===== config.mk =====
export PLATFORM = sky130hd
export DESIGN_NAME = spi_flash_read_ctrl
export DESIGN_NICKNAME = d
export VERILOG_FILES = /design/src/rtl/spi_flash_read_ctrl.sv
export SDC_FILE = /design/constraint.sdc
export NUM_CORES = 1
export LEC_CHECK = 0
export BUFFER_PORTS_ARGS = -buffer_cell sky130_fd_sc_hd__buf_2
export CORE_AREA = 2 2 89 91
export DETAILED_ROUTE_END_ITERATION = 6
export DIE_AREA = 0 0 91 93
export PLACE_DENSITY = 0.76
export SETUP_SLACK_MARGIN = 0.1
export SLEW_MARGIN = 5
export SYNTH_ARGS = -nofsm -noshare
export SYNTH_HDL_FRONTEND = slang
export SYNTH_SLANG_ARGS = --single-unit

===== constraint.sdc =====
create_clock -name clk_in -period 1.9 [get_ports clk_in]
set_input_delay 0.285 -clock clk_in [delete_from_list [all_inputs] [get_ports clk_in]]
set_output_delay 0.285 -clock clk_in [all_outputs]
set_load 0.01 [all_outputs]

===== src/rtl/spi_flash_read_ctrl.sv =====
// rtl/spi_flash_read_ctrl.sv - SPI flash READ sequencer: opcode + 24-bit address, then N data bytes
// Define SPI_FLASH_FAST_READ_EN to send FAST READ (0x0B) with one dummy byte after the address.
module spi_flash_read_ctrl #(
  parameter logic [7:0] CMD_READ    = 8'h03,
  parameter int         BYTE_CYCLES = 17,
  parameter int         LEN_W       = 16
) (
  input  logic             clk_in,
  input  logic             reset_n,
  input  logic             start,
  input  logic [23:0]      addr,
  input  logic [LEN_W-1:0] length,
  input  logic             abort,
  output logic             busy,
  output logic [7:0]       rd_data,
  output logic             rd_valid,
  output logic             done,
  output logic             spi_enabled,
  output logic             spi_continue_read,
  output logic [7:0]       spi_data_in,
  input  logic [7:0]       spi_data_out
);

  localparam int CNT_W = $clog2(BYTE_CYCLES + 1);
  localparam logic [CNT_W-1:0] CNT_LAST = CNT_W'(BYTE_CYCLES);
`ifdef SPI_FLASH_FAST_READ_EN
  localparam logic [7:0] OPCODE = 8'h0B;
`else
  localparam logic [7:0] OPCODE = CMD_READ;
`endif

  typedef enum logic [2:0] {
    S_IDLE   = 3'd0,
    S_CMD    = 3'd1,
    S_ADDR   = 3'd2,
    S_DUMMY  = 3'd3,
    S_DATA   = 3'd4,
    S_FINISH = 3'd5
  } state_t;

  state_t           r_state, w_next_state;
  logic [CNT_W-1:0] r_cyc_cnt, w_cyc_cnt;
  logic [1:0]       r_byte_idx, w_byte_idx;
  logic [23:0]      r_addr, w_addr;
  logic [LEN_W-1:0] r_remaining, w_remaining;
  logic             r_busy, w_busy;
  logic [7:0]       r_rd_data, w_rd_data;
  logic             r_rd_valid, w_rd_valid;
  logic             r_done, w_done;
  logic             r_spi_enabled, w_spi_enabled;
  logic             r_spi_continue, w_spi_continue;
  logic [7:0]       r_spi_data_in, w_spi_data_in;
  logic             w_byte_done;
  logic             w_start_ok;
  logic             w_abort_act;

  assign w_byte_done = r_spi_enabled && (r_cyc_cnt == CNT_LAST);
  assign w_start_ok  = start && !abort;
  assign w_abort_act = abort && (r_state != S_IDLE);

  always_ff @(posedge clk_in or negedge reset_n) begin
    if (!reset_n) begin
      r_state        <= S_IDLE;
      r_cyc_cnt      <= '0;
      r_byte_idx     <= '0;
      r_addr         <= '0;
      r_remaining    <= '0;
      r_busy         <= 1'b0;
      r_rd_data      <= '0;
      r_rd_valid     <= 1'b0;
      r_done         <= 1'b0;
      r_spi_enabled  <= 1'b0;
      r_spi_continue <= 1'b0;
      r_spi_data_in  <= '0;
    end else begin
      r_state        <= w_next_state;
      r_cyc_cnt      <= w_cyc_cnt;
      r_byte_idx     <= w_byte_idx;
      r_addr         <= w_addr;
      r_remaining    <= w_remaining;
      r_busy         <= w_busy;
      r_rd_data      <= w_rd_data;
      r_rd_valid     <= w_rd_valid;
      r_done         <= w_done;
      r_spi_enabled  <= w_spi_enabled;
      r_spi_continue <= w_spi_continue;
      r_spi_data_in  <= w_spi_data_in;
    end
  end

  always_comb begin
    w_next_state = r_state;
    if (w_abort_act) begin
      w_next_state = S_IDLE;
    end else begin
      case (r_state)
        S_IDLE:   if (w_start_ok && (length != '0)) w_next_state = S_CMD;
        S_CMD:    if (w_byte_done) w_next_state = S_ADDR;
        S_ADDR: begin
          if (w_byte_done && (r_byte_idx == 2'd2)) begin
`ifdef SPI_FLASH_FAST_READ_EN
            w_next_state = S_DUMMY;
`else
            w_next_state = S_DATA;
`endif
          end
        end
`ifdef SPI_FLASH_FAST_READ_EN
        S_DUMMY:  if (w_byte_done) w_next_state = S_DATA;
`endif
        S_DATA:   if (w_byte_done && (r_remaining == LEN_W'(1))) w_next_state = S_FINISH;
        S_FINISH: w_next_state = S_IDLE;
        default:  w_next_state = S_IDLE;
      endcase
    end
  end

  // Every byte boundary either kicks the next byte (new data_in + continue pulse) or drops CS.
  always_comb begin
    w_cyc_cnt      = (r_spi_enabled && !w_byte_done) ? r_cyc_cnt + 1'b1 : r_cyc_cnt;
    w_byte_idx     = r_byte_idx;
    w_addr         = r_addr;
    w_remaining    = r_remaining;
    w_busy         = r_busy;
    w_rd_data      = r_rd_data;
    w_rd_valid     = 1'b0;
    w_done         = 1'b0;
    w_spi_enabled  = r_spi_enabled;
    w_spi_continue = 1'b0;
    w_spi_data_in  = r_spi_data_in;
    if (w_abort_act) begin
      w_spi_enabled = 1'b0;
      w_busy        = 1'b0;
      w_cyc_cnt     = '0;
      w_byte_idx    = '0;
    end else begin
      case (r_state)
        S_IDLE: begin
          if (w_start_ok) begin
            if (length != '0) begin
              w_addr        = addr;
              w_remaining   = length;
              w_spi_data_in = OPCODE;
              w_spi_enabled = 1'b1;
              w_cyc_cnt     = '0;
              w_byte_idx    = '0;
              w_busy        = 1'b1;
            end else begin
              w_done = 1'b1;
            end
          end
        end
        S_CMD: begin
          if (w_byte_done) begin
            w_spi_data_in  = r_addr[23:16];
            w_spi_continue = 1'b1;
            w_cyc_cnt      = '0;
            w_byte_idx     = '0;
          end
        end
        S_ADDR: begin
          if (w_byte_done) begin
            w_spi_continue = 1'b1;
            w_cyc_cnt      = '0;
            case (r_byte_idx)
              2'd0:    w_spi_data_in = r_addr[15:8];
              2'd1:    w_spi_data_in = r_addr[7:0];
              default: w_spi_data_in = 8'h00;
            endcase
            w_byte_idx = r_byte_idx + 2'd1;
          end
        end
`ifdef SPI_FLASH_FAST_READ_EN
        S_DUMMY: begin
          if (w_byte_done) begin
            w_spi_data_in  = 8'h00;
            w_spi_continue = 1'b1;
            w_cyc_cnt      = '0;
          end
        end
`endif
        S_DATA: begin
          if (w_byte_done) begin
            w_rd_data   = spi_data_out;
            w_rd_valid  = 1'b1;
            w_remaining = r_remaining - LEN_W'(1);
            w_cyc_cnt   = '0;
            if (r_remaining > LEN_W'(1)) begin
              w_spi_continue = 1'b1;
            end else begin
              w_spi_enabled = 1'b0;
            end
          end
        end
        S_FINISH: begin
          w_done = 1'b1;
          w_busy = 1'b0;
        end
        default: begin
          w_spi_enabled = 1'b0;
          w_busy        = 1'b0;
        end
      endcase
    end
  end

  assign busy              = r_busy;
  assign rd_data           = r_rd_data;
  assign rd_valid          = r_rd_valid;
  assign done              = r_done;
  assign spi_enabled       = r_spi_enabled;
  assign spi_continue_read = r_spi_continue;
  assign spi_data_in       = r_spi_data_in;

endmodule

# ---- Yosys cells after proc, flatten, opt, wreduce, memory -nomap -nowiden
# Index checks and enable logic that the tools add are counted.
dict set report op_classes {
  n_mux 47
  reduce_logical 27
  bitwise_logic 1
  n_eq_ne 24
  order_cmp 1
  n_addsub 3
}
# cell n
set op_table {}
lappend op_table {{16-bit 2-to-1 mux} 3}
lappend op_table {{8-bit 2-to-1 mux} 4}
lappend op_table {{16-bit one-hot mux with 2 select lines} 1}
lappend op_table {{3-bit != test (second input constant)} 9}
lappend op_table {{5-bit 2-to-1 mux} 5}
lappend op_table {{8-bit one-hot mux with 3 select lines} 1}
lappend op_table {{16-bit by 1-bit == test with 1-bit output (second input constant)} 1}
lappend op_table {{16-bit by 1-bit greater-than comparator with 1-bit output (second input constant)} 1}
lappend op_table {{8-bit one-hot mux with 2 select lines} 1}
lappend op_table {{16-bit nonzero test} 1}
lappend op_table {{16-bit by 1-bit subtractor with 16-bit output (second input constant)} 1}
lappend op_table {{1-bit 2-to-1 mux} 15}
lappend op_table {{3-bit 2-to-1 mux} 5}
lappend op_table {{5-bit AND reduction} 3}
lappend op_table {{3-bit one-hot mux with 4 select lines} 1}
lappend op_table {{2-bit 2-to-1 mux} 5}
lappend op_table {{2-bit != test (second input constant)} 5}
lappend op_table {{5-bit one-hot mux with 2 select lines} 1}
lappend op_table {{4-bit AND reduction} 2}
lappend op_table {{1-bit logical AND} 7}
lappend op_table {{3-bit == test (second input constant)} 2}
lappend op_table {{1-bit one-hot mux with 2 select lines} 3}
lappend op_table {{2-bit one-hot mux with 3 select lines} 1}
lappend op_table {{3-bit AND reduction} 2}
lappend op_table {{other kinds (19)} 23}
dict set report word_totals {
  regBits 71
  output_inout_bits 21
  elab_cells 115
  inputBits 52
}

# ---- Depth between registers and ports, before layout
dict set report logic_depth {
  word_depth 9
  ltp_mapped 9
  depth_no_buf 7
}

# ---- Worst setup path before layout
# Ideal clock, no wire load.
dict set report synth_path {
  kind {input to register}
  from {in length[0]}
  to {reg r_addr[14]}
  slack_ns -0.198
  t_arrival_ns 1.973
  setup_time_ns 0.125
  t_required_ns 1.775
  stages 5
  n_path_buf 1
  cell_sequence {or4_1 o41a_1 nand2_2 buf_4 mux2_2}
}
dict set report synth_between {
  elab_chain_len 2
}
# item line
set synth_lines {}
lappend synth_lines {{start, declared} 12} ;# input logic [LEN_W-1:0] length,
lappend synth_lines {{16-bit nonzero test} 140} ;# if (length != '0) begin
lappend synth_lines {{4-bit AND reduction (no source line)} --}
lappend synth_lines {{end signal, assigned} 79} ;# r_addr <= w_addr;
lappend synth_lines {{end, declared} 44} ;# logic [23:0] r_addr, w_addr;
# Every way passes these cells.
# A chain may end at the register's enable or synchronous reset.

# ---- Worst setup path after layout
dict set report layout_path {
  from {in length[7]}
  to {reg r_addr[20]}
}
# The elaborated chain is that of the path after synthesis.

==> flow_summary.json <==
{
  "seq_power_share_pct": 46.0,
  "rsz0062_at_grt": "true",
  "routed_wl_um": 9940,
  "drc": 0,
  "fin_hold_ws_ps": 126,
  "grt_pass1_wl_um": 14900,
  "clkTransAtPathRegs_ps": 80,
  "grt_max_degree": 72,
  "place.gp.congestion": 0.892,
  "cts_root_buf": "clkbuf_8",
  "p_per_area_nw_per_um2": 860,
  "netlist_area_um2": 3670,
  "crit_fanout": 6,
  "htreeDepth": 3,
  "nNetsFinal": 552,
  "critPathKind": "primary input to flop",
  "holdPathStages": 3,
  "crit_path_frequent_cell": "buf_6",
  "power.internal_mw": 3.03,
  "fill_cells": 579,
  "start_kind": "primary input",
  "cap_violations": 0,
  "skew_ps": 11.0,
  "pin_count": 73,
  "synth_cells": 371,
  "power_frac_comb_pct": 26.4,
  "p_leak_nw": 2.43,
  "cts_sinks": 71,
  "crit_required_ps": 2140,
  "initial_core_util_pct": 48.8,
  "final_common_cell": "buf_2",
  "drive_above_1_share_pct": 44.6,
  "cts_tree": "yes",
  "ys_seq_area_share_pct": 48.3,
  "status": "finished, violations left",
  "min_period_ps": 1920,
  "final_util_pct": 68.2,
  "tightest_slew_ps": 487,
  "r2r_start": "r_cyc_cnt[1]",
  "rows": 32,
  "hpwlAfterDp_um": 6430,
  "arrival_ps": 2160,
  "routedWlPerCell_um": 16.6,
  "fin_setup_tns_ps": -138,
  "slowest_delay_ps": 570,
  "cp.depth": 6,
  "async_reset_ff_share_pct": 100,
  "yosysWarningCount": 0,
  "rr_worst_depth": 9,
  "insertion_delay_ps": 350,
  "die_h_um": 93,
  "violations": "negative setup slack",
  "ys.flop_type": "dfrtp_1",
  "synth-edff-count": 0,
  "die_w_um": 91,
  "synth-seq-cells": 71,
  "grt_pass1_vias": 3163,
  "setup_ws_ps": -15.9,
  "overflow": 0,
  "ir_drop_v": 0.000443,
  "antenna_left": 0,
  "fmax_mhz": 522,
  "track_usage_pct": 22.1,
  "switchingPower_mw": 1.39,
  "avgSynthCellArea_um2": 9.91,
  "hold_viol_final": 0,
  "slowest_stage": "or4_4",
  "vias": 3363,
  "path_cells": "buf_6 -> or4_4 -> o41a_1 -> nand2_4 -> buf_6 -> mux2_1",
  "final_cell_mix": "buf_2 (71), dfrtp_1 (69), buf_4 (46)",
  "syn_nets": 430,
  "clock_path_buffers": 2,
  "n_antenna_cell": 0,
  "critical-path-top-delay-family": "simple AND/OR/NAND/NOR gates",
  "coreArea_um2": 7530,
  "critPathLaunch": "length[7]",
  "first_pass_iters": 5,
  "clkPwrFrac_pct": 27.6,
  "design.die.area_um2": 8460,
  "maxSlewViolCount": 0,
  "port_buffers": 72,
  "areaGrowthSynthToFinish_pct": 39.7,
  "register_area_um2": 1780,
  "drt_iter0_drc": 244,
  "antenna_found_initial": 0,
  "end_kind": "flop",
  "min_period_over_period_pct": 101,
  "multi_input_area_um2": 2080,
  "critPathBufInv": 2,
  "switching_share_pct": 31.4,
  "ys_types": 53,
  "viasPerCell": 5.61,
  "setup_violations": 14,
  "p_total_mw": 4.42,
  "min_from": "spi_data_out[5]",
  "cts_buffers": 9,
  "relSlewSlack_pct": 67.2,
  "min_path_type": "primary input to flop"
}
-- sequential cells by signal (all words and copies together), names as in the netlist --
signal             cells
spi_continue_read      1
r_byte_idx             2
spi_enabled            1
rd_valid               1
busy                   1
r_cyc_cnt              5
r_remaining           16
r_addr                24
spi_data_in            8
done                   1
r_state                3
rd_data                8
-- metal layers --
metal  part of all wire, %  wire length [um]  track usage, %  vias to the layer above
li1                      -                 -               -                     1580
met1                    43              4250            30.0                     1640
met2                    50              4950            35.7                      119
met3                   4.9               486            3.87                       24
met4                   2.6               263            8.71                        0
met5                     0                 0               0                        -
-- cell usage after synthesis, drive strengths merged (2+ instances only) --
library cell	instances	area [um^2]
nor4	9	56.3
buf	5	38.8
nand2	42	160
clkbuf	15	57.6
a22oi	9	67.6
inv	8	30.0
nor3	9	45.0
nand3b	2	15.0
or4	7	60.1
nor2b	3	18.8
xor2	4	35.0
o21ai	33	165
a221oi	2	17.5
nand2b	7	43.8
dfrtp	71	1780
nor2	32	120
a31oi	2	12.5
nand3	11	55.1
o2bb2ai	2	17.5
or3	2	12.5
a21oi	30	150
ha	7	87.6
mux2	34	413
nand4	4	25.0
-- path summary, 6_finish.rpt --
kind | to | slack, ps
min reg2reg | rd_data[2] | 470
min in group asynchronous | r_remaining[5] | 470
max in group asynchronous | r_cyc_cnt[2] | 1110
max reg2reg | r_remaining[5] | 90
min | rd_data[5] | 130
max | r_addr[20] | -20
-- worst min-delay path, stage by stage --
cell and delay (ps):
buf_2 70, nand2_1 40, nand2_1 50
-- stage by stage --
stage                     setup WS (ps)  instance area (um^2)  std cells
after CTS                          21.3                  4800        591
after detailed placement           -382                  4500        573
final                             -15.9                  5130        600
after floorplan                    -166                  3710        371
after global placement             -351                  4500        573
after global routing              -24.2                  5130        600
-- final cells by class --
cell class | count | share of cell area, %
clock buffers | 9 | 2.41
clock inverters | 7 | 1.41
inverters | 9 | 0.731
multi-input cells | 271 | 40.5
flip-flops and latches | 71 | 34.7
well taps | 102 | 2.49
repair buffers | 130 | 17.7
repair inverters | 1 | 0.146
-- power groups by stage --
stage | Clock (mW) | Sequential, mW | Combinational (mW)
floorplan | 0 | 2.00 | 0.553
global placement | 0 | 1.99 | 0.916
detailed placement | 0 | 2.01 | 0.954
CTS | 1.24 | 1.99 | 0.995
global route | 1.31 | 2.06 | 1.28
finish | 1.22 | 2.03 | 1.17
-- logic make-up (layout without fill, tap and decap cells) --
kind of cell             Yosys count  in the layout  share of synthesized area (%)
XOR/XNOR                           4              4                          0.953
adder cells (fa/ha/maj)            7              7                           2.38
AO/OA/AOI/OAI                     93             93                           15.8
AND/OR/NAND/NOR                  133            133                           17.8
flip-flops                        71             71                           48.3
multiplexers                      34             34                           11.2
buffers and inverters             29            156                           3.54
-- repair_timing --
action,CTS,global route
gates cloned,0,4
hold buffers,1,0
setup buffers,1,5
resized for setup,21,58
endpoints found under the hold margin,71,0
pin swaps,4,12
setup endpoints to repair,67,64
Power figures use the tool's default switching activity.
